File: src/rtl/edge_sw_pkg.sv
// Shared command encodings and FSM state type for the edge adder switch.
package edge_sw_pkg;

    localparam logic [2:0] CMD_IDLE0 = 3'b000;
    localparam logic [2:0] CMD_IDLE1 = 3'b001;
    localparam logic [2:0] CMD_ADD   = 3'b010;
    localparam logic [2:0] CMD_VN_L  = 3'b011;
    localparam logic [2:0] CMD_VN_R  = 3'b100;
    localparam logic [2:0] CMD_VN_LR = 3'b101;
    localparam logic [2:0] CMD_ACC   = 3'b110;
    localparam logic [2:0] CMD_RSVD  = 3'b111;

    typedef enum logic {
        IDLE = 1'b0,
        ACC  = 1'b1
    } state_t;

endpackage

File: src/rtl/edge_pipe_adder.sv
// Registered integer adder with ADD_LAT pipeline stages; the sum is computed in the first stage.
module edge_pipe_adder #(
    parameter int DATA_TYPE = 16,
    parameter int ADD_LAT   = 2
) (
    input  logic                 CLK,
    input  logic                 rst,
    input  logic [DATA_TYPE-1:0] A,
    input  logic [DATA_TYPE-1:0] B,
    output logic [DATA_TYPE-1:0] O
);

    genvar gi;
    generate
        for (gi = 0; gi < ADD_LAT; gi++) begin : g_stage
            logic [DATA_TYPE-1:0] q;
            if (gi == 0) begin : g_first
                always_ff @(posedge CLK) begin
                    if (rst) q <= '0;
                    else     q <= A + B;
                end
            end else begin : g_next
                always_ff @(posedge CLK) begin
                    if (rst) q <= '0;
                    else     q <= g_stage[gi-1].q;
                end
            end
        end
    endgenerate

    assign O = g_stage[ADD_LAT-1].q;

endmodule

File: src/rtl/edge_adder_switch_acc.sv
// Successor edge adder switch: pair mux, delay-matched command pipe and multi-beat accumulate FSM.
module edge_adder_switch_acc
    import edge_sw_pkg::*;
#(
    parameter int DATA_TYPE = 16,
    parameter int NUM_IN    = 4,
    parameter int SEL_IN    = 2,
    parameter int ADD_LAT   = 2,
    parameter int CNT_W     = 8
) (
    input  logic                        CLK,
    input  logic                        rst,
    input  logic                        i_valid,
    input  logic [DATA_TYPE*NUM_IN-1:0] i_data_bus,
    input  logic [2:0]                  i_cmd,
    input  logic [SEL_IN-1:0]           i_sel,
    input  logic [CNT_W-1:0]            i_acc_len,
    output logic [DATA_TYPE-1:0]        o_adder,
    output logic                        o_adder_valid,
    output logic [2*DATA_TYPE-1:0]      o_vn,
    output logic [1:0]                  o_vn_valid,
    output logic                        o_err
);

    localparam int MAX_SEL = NUM_IN - 2;

    typedef struct packed {
        logic                 valid;
        logic [2:0]           cmd;
        logic [DATA_TYPE-1:0] a;
        logic [DATA_TYPE-1:0] b;
        logic [DATA_TYPE-1:0] l0;
        logic [DATA_TYPE-1:0] ln;
        logic [CNT_W-1:0]     len;
    } side_t;

    logic [DATA_TYPE-1:0] a_mux, b_mux;
    side_t                s0_reg, tail;
    logic [DATA_TYPE-1:0] tail_sum;

    // Out-of-range selects clamp to the topmost lane pair.
    always_comb begin
        int sel_int;
        sel_int = (int'(i_sel) > MAX_SEL) ? MAX_SEL : int'(i_sel);
        a_mux   = i_data_bus[DATA_TYPE +: DATA_TYPE];
        b_mux   = i_data_bus[0 +: DATA_TYPE];
        for (int n = 0; n <= MAX_SEL; n++) begin
            if (n == sel_int) begin
                a_mux = i_data_bus[(n+1)*DATA_TYPE +: DATA_TYPE];
                b_mux = i_data_bus[n*DATA_TYPE +: DATA_TYPE];
            end
        end
    end

    always_ff @(posedge CLK) begin
        if (rst) begin
            s0_reg <= '0;
        end else begin
            s0_reg.valid <= i_valid;
            s0_reg.cmd   <= i_cmd;
            s0_reg.a     <= a_mux;
            s0_reg.b     <= b_mux;
            s0_reg.l0    <= i_data_bus[0 +: DATA_TYPE];
            s0_reg.ln    <= i_data_bus[(NUM_IN-1)*DATA_TYPE +: DATA_TYPE];
            s0_reg.len   <= i_acc_len;
        end
    end

    edge_pipe_adder #(.DATA_TYPE(DATA_TYPE), .ADD_LAT(ADD_LAT)) u_add (
        .CLK (CLK),
        .rst (rst),
        .A   (s0_reg.a),
        .B   (s0_reg.b),
        .O   (tail_sum)
    );

    // Side-band delay line, one stage per adder stage so tail lines up with tail_sum.
    genvar gi;
    generate
        for (gi = 0; gi < ADD_LAT; gi++) begin : g_dly
            side_t q;
            if (gi == 0) begin : g_first
                always_ff @(posedge CLK) begin
                    if (rst) q <= '0;
                    else     q <= s0_reg;
                end
            end else begin : g_next
                always_ff @(posedge CLK) begin
                    if (rst) q <= '0;
                    else     q <= g_dly[gi-1].q;
                end
            end
        end
    endgenerate

    assign tail = g_dly[ADD_LAT-1].q;

    state_t                 state_reg, state_next;
    logic [CNT_W-1:0]       cnt_reg, cnt_next, len_reg, len_next, first_len;
    logic [DATA_TYPE-1:0]   acc_reg, acc_next, acc_sum;
    logic [DATA_TYPE-1:0]   adder_reg, adder_next;
    logic                   adder_valid_reg, adder_valid_next;
    logic [2*DATA_TYPE-1:0] vn_reg, vn_next;
    logic [1:0]             vn_valid_reg, vn_valid_next;
    logic                   err_reg, err_next;

    always_comb begin
        state_next       = state_reg;
        cnt_next         = cnt_reg;
        len_next         = len_reg;
        acc_next         = acc_reg;
        adder_next       = adder_reg;
        adder_valid_next = 1'b0;
        vn_next          = vn_reg;
        vn_valid_next    = 2'b00;
        err_next         = err_reg;
        first_len        = (tail.len == '0) ? CNT_W'(1) : tail.len;
        acc_sum          = acc_reg + tail_sum;

        if (tail.valid) begin
            // A foreign beat mid-accumulation aborts it, then is handled like any other beat.
            if (state_reg == ACC && tail.cmd != CMD_ACC) begin
                err_next   = 1'b1;
                state_next = IDLE;
                cnt_next   = '0;
            end
            case (tail.cmd)
                CMD_ADD: begin
                    adder_next       = tail_sum;
                    adder_valid_next = 1'b1;
                end
                CMD_VN_L: begin
                    vn_next[DATA_TYPE-1:0] = tail.l0;
                    vn_valid_next          = 2'b01;
                    adder_next             = tail.a;
                    adder_valid_next       = 1'b1;
                end
                CMD_VN_R: begin
                    vn_next[2*DATA_TYPE-1:DATA_TYPE] = tail.ln;
                    vn_valid_next                    = 2'b10;
                    adder_next                       = tail.b;
                    adder_valid_next                 = 1'b1;
                end
                CMD_VN_LR: begin
                    vn_next       = {tail.a, tail.b};
                    vn_valid_next = 2'b11;
                end
                CMD_ACC: begin
                    if (state_reg == IDLE) begin
                        if (first_len == CNT_W'(1)) begin
                            adder_next       = tail_sum;
                            adder_valid_next = 1'b1;
                        end else begin
                            acc_next   = tail_sum;
                            cnt_next   = CNT_W'(1);
                            len_next   = first_len;
                            state_next = ACC;
                        end
                    end else if (cnt_reg + CNT_W'(1) == len_reg) begin
                        adder_next       = acc_sum;
                        adder_valid_next = 1'b1;
                        cnt_next         = '0;
                        state_next       = IDLE;
                    end else begin
                        acc_next = acc_sum;
                        cnt_next = cnt_reg + CNT_W'(1);
                    end
                end
                default: ;
            endcase
        end
    end

    always_ff @(posedge CLK) begin
        if (rst) begin
            state_reg       <= IDLE;
            cnt_reg         <= '0;
            len_reg         <= '0;
            acc_reg         <= '0;
            adder_reg       <= '0;
            adder_valid_reg <= 1'b0;
            vn_reg          <= '0;
            vn_valid_reg    <= 2'b00;
            err_reg         <= 1'b0;
        end else begin
            state_reg       <= state_next;
            cnt_reg         <= cnt_next;
            len_reg         <= len_next;
            acc_reg         <= acc_next;
            adder_reg       <= adder_next;
            adder_valid_reg <= adder_valid_next;
            vn_reg          <= vn_next;
            vn_valid_reg    <= vn_valid_next;
            err_reg         <= err_next;
        end
    end

    assign o_adder       = adder_reg;
    assign o_adder_valid = adder_valid_reg;
    assign o_vn          = vn_reg;
    assign o_vn_valid    = vn_valid_reg;
    assign o_err         = err_reg;

endmodule

File: config.mk
export PLATFORM = sky130hd
export DESIGN_NAME = edge_adder_switch_acc
export DESIGN_NICKNAME = d
export VERILOG_FILES = /design/src/rtl/edge_sw_pkg.sv /design/src/rtl/edge_pipe_adder.sv /design/src/rtl/edge_adder_switch_acc.sv
export SDC_FILE = /design/constraint.sdc
export NUM_CORES = 1
export LEC_CHECK = 0
export ABC_AREA = 1
export BUFFER_PORTS_ARGS = -buffer_cell sky130_fd_sc_hd__buf_2
export CAP_MARGIN = 20
export CELL_PAD_IN_SITES_DETAIL_PLACEMENT = 0
export CELL_PAD_IN_SITES_GLOBAL_PLACEMENT = 1
export CORE_AREA = 2 2 185 187
export DETAILED_ROUTE_END_ITERATION = 7
export DIE_AREA = 0 0 187 189
export PLACE_DENSITY = 0.76
export SYNTH_ARGS = -nofsm -noshare
export SYNTH_HDL_FRONTEND = slang
export SYNTH_SLANG_ARGS = --single-unit
File: constraint.sdc
create_clock -name CLK -period 2.3 [get_ports CLK]
set_clock_uncertainty 0.1 [all_clocks]
set_input_delay 0.345 -clock CLK [delete_from_list [all_inputs] [get_ports CLK]]
set_output_delay 0.345 -clock CLK [all_outputs]
set_load 0.05 [all_outputs]
After elaboration in Yosys (flattened, before gate mapping)
Cells that the tools add are included.
Widths: inputs -> output; s select.
{ "totals": {"regBits": 345, "latchBits": 0, "ram_bits": 0, "rom_bits": 0, "output_inout_bits": 52, "memories": 0} }
{ "op_classes": {"n_addsub": 3, "multipliers": 0, "n_div": 0, "magnitude_cmp": 1, "eq_ne": 14, "n_shift": 0, "mux": 30, "bitwise": 3, "n_reduce_logical": 13} }
{ "op_table": {"columns": ["cell", "count"], "rows": [
  ["$mux 16", 10],
  ["$pmux 16 s2", 2],
  ["$pmux 16 s4", 1],
  ["$mux 8", 6],
  ["$add 16x16->16", 2],
  ["$reduce_and 4->1", 3],
  ["$eq 3x3->1 const B", 3],
  ["$ne 3x3->1 const B", 3],
  ["$add 8x1->8 const B", 1],
  ["$eq 8x1->1 const B", 1],
  ["$eq 8x8->1", 1],
  ["$logic_not 8->1", 1],
  ["$mux 1", 8],
  ["$eq 3x2->1 const B", 2],
  ["$pmux 2 s3", 1],
  ["$reduce_and 2->1", 3],
  ["$ne 2x2->1 const B", 2],
  ["$reduce_bool 2->1", 2],
  ["$reduce_bool 4->1", 1],
  ["$not 1->1", 3],
  ["$reduce_or 3->1", 1],
  ["$eq 1x2->1 const A", 1],
  ["$eq 2x2->1 const A", 1],
  ["$gt 2x2->1 const B", 1],
  ["4 further kinds", 4]
]} }

Depth between registers and ports, before layout
Gate-level depths: netlist of run 1.
{ "logic_depth": {"word_depth": 6, "ltp_mapped": 17, "depth_no_buf": 16} }

Cells and area by module
Synthesis of run 1 repeated with hierarchy kept, for this count alone.
{ "unflattened": {"cells_unflattened": 1945, "hier_area_um2": 14259.9} }
{ "modules_own_cells": {"columns": ["mod", "instances", "cells_each", "area_each_um2"], "rows": [
  ["edge_adder_switch_acc", 1, 1681, 12463.2],
  ["edge_pipe_adder", 1, 264, 1796.7]
]} }

Worst setup path after synthesis of run 1
OpenSTA, ideal clock, no wires.
{ "synth_path": {"path_kind": "register to register", "start": "reg s0_reg[40] in the netlist's numbering", "end": "reg u_add.g_stage[0].q[10]", "setup_ns": 0.120, "arrival_time_ns": 1.755, "required_ns": 2.080, "setup_slack_ns": 0.325, "path_stages_with_launch": 12, "path_buffers": 0, "synth_period_minus_slack_ns": 1.975, "path_cell_list": "dfxtp_1 -> ha_1 -> inv_1 -> fa_1 -> inv_1 -> nand3_1 -> nand2_1 -> a21boi_0 -> o21ai_0 -> a21oi_1 -> o21ai_0 -> a21oi_1"} }
{ "synth_via": {"elab_chain_cells": 1} }
{ "synth_lines": {"columns": ["element", "line_no", "rtl"], "rows": [
  ["start: declaration", "edge_adder_switch_acc.sv:38", "side_t s0_reg, tail;"],
  ["$add 16x16->16", "edge_pipe_adder.sv:20", "else q <= A + B;"],
  ["end signal: assignment", "edge_pipe_adder.sv:20", null],
  ["end: declaration", "edge_pipe_adder.sv:16", "logic [DATA_TYPE-1:0] q;"]
]} }
Every way passes these cells.
A chain may end at the register's enable or synchronous reset.

Worst setup path after layout of run 1
{ "layout_path": {"start": "reg u_add.g_stage[1].q[0] (netlist: u_add.O[0])", "end": "reg adder_reg[8] (netlist: o_adder[8])"} }
{ "layout_via": {"elab_chain_cells": 4} }
{ "layout_lines": {"columns": ["element", "line_no", "rtl"], "rows": [
  ["start: declaration", "edge_pipe_adder.sv:16", null],
  ["start signal: assignment", "edge_pipe_adder.sv:25", "else q <= g_stage[gi-1].q;"],
  ["$add 16x16->16", "edge_adder_switch_acc.sv:118", "acc_sum = acc_reg + tail_sum;"],
  ["$mux 16", "edge_adder_switch_acc.sv:159", "end else if (cnt_reg + CNT_W'(1) == len_reg) begin"],
  ["$mux 16", "edge_adder_switch_acc.sv:149", "if (state_reg == IDLE) begin"],
  ["$pmux 16 s4", "edge_adder_switch_acc.sv:127", "case (tail.cmd)"],
  ["end signal: assignment", "edge_adder_switch_acc.sv:190", "adder_reg <= adder_next;"],
  ["end: declaration", "edge_adder_switch_acc.sv:101", "logic [DATA_TYPE-1:0] adder_reg, adder_next;"]
]} }
Every way passes these cells. The select of a mux whose other input is x is not followed.

==> run summary, run 1 <==
outcome -> finished, final reports clean
total congestion overflow -> 0
Final Hold Violating Endpoints -> 0
largest area contributor in the synthesized netlist -> dfxtp_1
Core Box Area -> 33,300 um^2
unrepaired setup endpoints after global routing -> no
via/cell ratio -> 4.50
Remaining DRCs -> 0
Worst Setup End Kind -> register
GRT Overall Usage -> 20.8%
EDFF count, synth -> 0
Slew HR -> 61.2%
max frequency -> 455 MHz
max_cap viols -> 0
WL final -> 37,100 um
placed cell area -> 15,200 um^2
Synth top area share -> 48.9%
port bufs -> 131
PwrDens -> 801 nW/um^2
CTS buffer count -> 38
Post-Synth XOR/XNOR Area -> 0.372%
area grow syn2layout -> 22.5%
Required @ worst endpoint -> 2.61 ns
Main synth FF type -> dfxtp_1
GR Util met3 -> 3.00%
worst-path cell chain -> ha_2 > fa_2 > nand3_1 > nand3_2 > nand2_1 > nand2_1 > nand2_1 > nand3_1 > o211ai_1 > nand4_1 > nor2_1 > nor2_1
simple-gate share of the synthesized area -> 21.7%
pin count of the biggest net entering global routing -> 116
Routed Antenna Nets -> 0
multiplexer share of the synthesized area -> 1.28%
ANT cells -> 0
Worst VDD drop -> 452 uV
Initial Utilization -> 42.4%
dpl hpwl -> 27,200 um
total negative slack -> 0 ns
total iterations of the first detailed-routing run -> 5
FF-to-FF path depth -> 12
Pleak -> 0.00831 uW
adder-cell area share of the yosys netlist -> 3.03%
asr flop ratio synth -> 0%
H-tree levels -> 2
initial antenna violation count -> 0
syn avg cell area -> 7.34 um^2
CP max stage delay -> 0.39 ns
Worst EP arrival -> 2.51 ns
Clock Sink Count -> 345
post-layout instance area -> 17,300 um^2
met1 Use GR -> 27.7%
ratio of final minimum period to clock period -> 95.6%
Worst-Margin Slew -> 0.582 ns
# rows -> 67
Root Buffer -> clkbuf_16
worst hold path class -> input port to register
Top cell by count, worst path -> nand2_1
library cells used by synthesis -> 44
DIE HEIGHT -> 189 um
syn_nets -> 2,035
first-pass GRT wire length -> 58,600 um
post-layout util -> 51.9%
Setup Viol. Count Final -> 0
crit path kind -> register to register
pins over their slew limit -> 0
met2 Usage GRT -> 35.4%
DR vias -> 11,585
CTS tree -> done
critical path's slowest cell -> fa_2
Clock Path Buffers -> 3
clock slew at reported path FFs -> 0.06 ns
largest fanout on the critical path -> 3
Clock Latency Late Sink -> 0.53 ns
post-synthesis compound-gate area fraction -> 11.6%
Hold Crit Depth -> 3
vias in the first global route -> 11,050
startpoint types -> register
Die Wd -> 187 um
nets@finish -> 2,211
DR WL/cell -> 14.4 um
max reg flops -> 152
die area -> 35,300 um^2
minimum clock period -> 2.20 ns
io pins -> 132
GRT busiest layer -> met2
Iter 0 DRT Violations -> 688
YS warnings -> 0
post-synthesis sequential area ratio -> 48.9%
RePlAce Congestion -> 0.865
fraction of layout cells with a size suffix above 1 -> 13.5%
Synth Register Bits -> 345
Synth Instances -> 1,922
Synth Cell Area -> 14,100 um^2
leading post-synthesis cells by cell area -> dfxtp_1, inv_1, nand2_1, nor2_1, a21oi_1
largest family of logic cells by synthesized area -> simple AND/OR/NAND/NOR gates
per-layer routing:
metal,vias to the layer above,share of wire (%)
li1,6215,-
met1,5100,47
met2,228,47
met3,42,4.1
met4,0,2.1
met5,-,0
placed cells by master, fill, tap and decap left out, drive strengths merged, types with 2 or more instances in the layout:
cell type and instances:
inv 396, nand2 347, dfxtp 345, nor2 306, buf 160, a21oi 114
o21ai 77, nand3 76, dlygate4sd3 58, clkbuf 51, o211ai 37, ha 31
a31oi 24, or2 16, mux2 16, o21a 11, clkinv 10, a221oi 8
nor3 8, xnor2 5, nand4 5, bufinv 5, clkinvlp 4, a21boi 4
a21o 2, a211oi 2, fa 2
repair_timing:
item	in CTS	in global routing
gates resized for setup	1	19
pin swaps	1	3
hold buffers	58	0
endpoints found under the setup margin	1	36
setup buffers	0	2
hold endpoints to repair	58	0
cells in the mapped netlist, types with 5 or more instances:
cell	instances
xnor2_1	5
a21oi_1	113
nand3_1	75
a221oi_1	8
a31oi_1	24
nand2_1	343
clkbuf_1	57
o21ai_0	74
nand4_1	5
dfxtp_1	345
mux2_2	16
ha_1	31
o211ai_1	37
buf_2	12
nor2_1	303
inv_1	390
buf_1	9
or2_2	16
nor3_1	6
o21a_1	11
per-stage QoR:
stage | cells | setup slack [ns] | hold WS (ns) | power (uW)
after floorplan | 1922 | 0.325 | 0.288 | 7070
after global placement | 2446 | -0.0312 | 0.289 | 7420
after detailed placement | 2446 | -0.0146 | 0.292 | 7420
after CTS | 2573 | 0.0349 | 0.00242 | 14000
after global routing | 2575 | 0.00197 | 0.0290 | 14400
final | 2575 | 0.101 | 0.0146 | 13900
critical path, delay by kind of cell, from the launching register on:
kind	cells	cell delay (ns)
AO/OA/AOI/OAI	1	0.12
flip-flops	1	0.33
adder cells (fa/ha/maj)	2	0.60
AND/OR/NAND/NOR	9	0.95
logic make-up (layout without fill, tap and decap cells):
kind of cell	Yosys count	in the layout
and+or+nand+nor	760	760
buffers and inverters	479	684
DFF	345	345
AOI/OAI and AO/OA	283	283
adders and majority gates	33	33
muxes	16	16
xor gates and xnor gates	6	6
where the power goes:
part	leakage (uW)	switching [uW]	internal, uW	total, uW
clock network	0.000668	2510	3970	6480
registers	0.00283	130	6220	6350
logic	0.00482	614	412	1030
final timing paths:
check	start	endpoint	slack (ns)
worst min-delay path	i_data_bus[35]	s0_reg[43]	0.01
worst min register to register	g_dly[0].q[53]	g_dly[1].q[53]	0.30
worst max-delay path	u_add.O[0]	o_adder[8]	0.10
worst max register to register	u_add.O[0]	o_adder[8]	0.10
layout make-up:
class	count	area, um^2
Inverter	396	1490
Sequential cell	345	6910
Fill cell	3293	16000
Timing Repair Buffer	219	1550
Clock buffer	50	1100
Tap cell	448	561
Clock inverter	19	289
Multi-Input combinational cell	1098	5400
Note: power is estimated with default switching activity, not from simulation.
==> inputs of run 2 (changes only) <==
- clock period: 2.3 -> 2.25 ns (I/O delays scaled with it)
==> run summary, run 2 (synthesis results as in run 1) <==
outcome -> finished, final reports clean
fraction of layout cells with a size suffix above 1 -> 14.5%
ratio of final minimum period to clock period -> 93.7%
total negative slack -> 0 ns
worst hold path class -> input port to register
Clock Latency Late Sink -> 0.52 ns
io pins -> 132
via/cell ratio -> 4.53
GRT busiest layer -> met2
port bufs -> 131
post-layout instance area -> 17,300 um^2
CTS buffer count -> 38
Required @ worst endpoint -> 2.58 ns
Clock Sink Count -> 345
Final Hold Violating Endpoints -> 0
Worst Setup End Kind -> register
DR WL/cell -> 14.6 um
Initial Utilization -> 42.4%
Core Box Area -> 33,300 um^2
clock network power share -> 45.1%
Worst-Margin Slew -> 0.638 ns
GRT Overall Usage -> 21.1%
dpl hpwl -> 28,100 um
Worst EP arrival -> 2.44 ns
clock slew at reported path FFs -> 0.06 ns
unrepaired setup endpoints after global routing -> yes
RePlAce Congestion -> 0.855
max frequency -> 474 MHz
Comb power frac -> 7.7%
Slew HR -> 57.4%
initial antenna violation count -> 0
NetSw -> 3270 uW
Die Wd -> 187 um
# rows -> 67
CTS tree -> done
Iter 0 DRT Violations -> 609
Worst VDD drop -> 499 uV
placed cell area -> 15,400 um^2
WL final -> 37,700 um
fin worst setup slack -> 0.141 ns
Clock Path Buffers -> 3
commonest non-fill, non-tap cell in the layout -> inv_1
Pleak -> 0.00836 uW
DR vias -> 11,732
ANT cells -> 0
most frequent cells in the layout -> inv_1, nand2_1, dfxtp_1
minimum clock period -> 2.11 ns
Root Buffer -> clkbuf_16
PwrDens -> 796 nW/um^2
Power Internal -> 10,500 uW
Setup Viol. Count Final -> 0
total iterations of the first detailed-routing run -> 5
Power Total -> 13,800 uW
startpoint types -> register
vias in the first global route -> 11,227
DIE HEIGHT -> 189 um
max reg flops -> 152
nets@finish -> 2,228
first-pass GRT wire length -> 59,500 um
Routed Antenna Nets -> 0
crit path kind -> register to register
pin count of the biggest net entering global routing -> 107
pins over their slew limit -> 0
H-tree levels -> 2
met2 Usage GRT -> 36.7%
die area -> 35,300 um^2
Place WS -> -0.00415 ns
placed cells -> 2,463
total congestion overflow -> 0
Remaining DRCs -> 0
sw frac -> 23.7%
GR Util met3 -> 3.10%
met1 Use GR -> 27.7%
largest fanout on the critical path -> 5
max_cap viols -> 0
fin cells -> 2,589
area grow syn2layout -> 22.6%
Flop pwr share -> 47.2%
-- run 2: power by group through the flow --
stage                     Sequential [uW]  Combinational (uW)  Clock (uW)
after global routing                 6510                1200        6630
after global placement               6630                 973           0
after detailed placement             6630                 976           0
after floorplan                      6580                 649           0
final                                6490                1060        6220
after CTS                            6490                1060        6370
-- run 2: routing by layer --
layer,vias up,share of wire [%]
met5,-,0
met4,0,1.8
met3,54,3.7
met2,216,47
met1,5206,47
li1,6256,-
-- run 2: path summary, 6_finish.rpt --
kind / start / end / slack, ns / cells after the start
setup / recovery: s0_reg[42] / u_add.g_stage[0].q[15] / 0.14 / 10
hold / removal: i_data_bus[35] / s0_reg[43] / 0.01 / 3
setup reg to reg: s0_reg[42] / u_add.g_stage[0].q[15] / 0.14 / 10
hold reg to reg: s0_reg[32] / g_dly[0].q[32] / 0.30 / 2
-- run 2: timing repair --
action / 4_1_cts / 5_1_grt
hold buffers: 59 / 0
endpoints found under the hold margin: 59 / 0
cloned: 0 / 0
gates resized for setup: 1 / 30
pin swaps: 0 / 2
setup buffers: 0 / 1
setup endpoints to repair: 1 / 40
-- run 2: final cells by class --
class | instances | area (um^2)
Fill cell | 3382 | 16000
Sequential cell | 345 | 6910
Multi-Input combinational cell | 1098 | 5430
Timing Repair Buffer | 236 | 1650
Inverter | 396 | 1490
Clock buffer | 48 | 1060
Tap cell | 448 | 561
Clock inverter | 18 | 204
-- run 2: worst max-delay path: stages, from the launching register on --
cell and delay, ns:
dfxtp_1 0.35, ha_1 0.38, nand3_1 0.14, a21oi_2 0.20
nor2_1 0.08, o21ai_1 0.23, buf_4 0.16, nand3_1 0.08
nand3_1 0.10, nand2_1 0.05, nor2_1 0.17
-- run 2: metrics by stage --
step                hold WS [ns]  utilization, %
finish                    0.0110            52.0
global route              0.0164            52.0
detailed placement         0.292            46.2
floorplan                  0.288               -
CTS                      0.00176            51.7
global placement           0.289            46.2
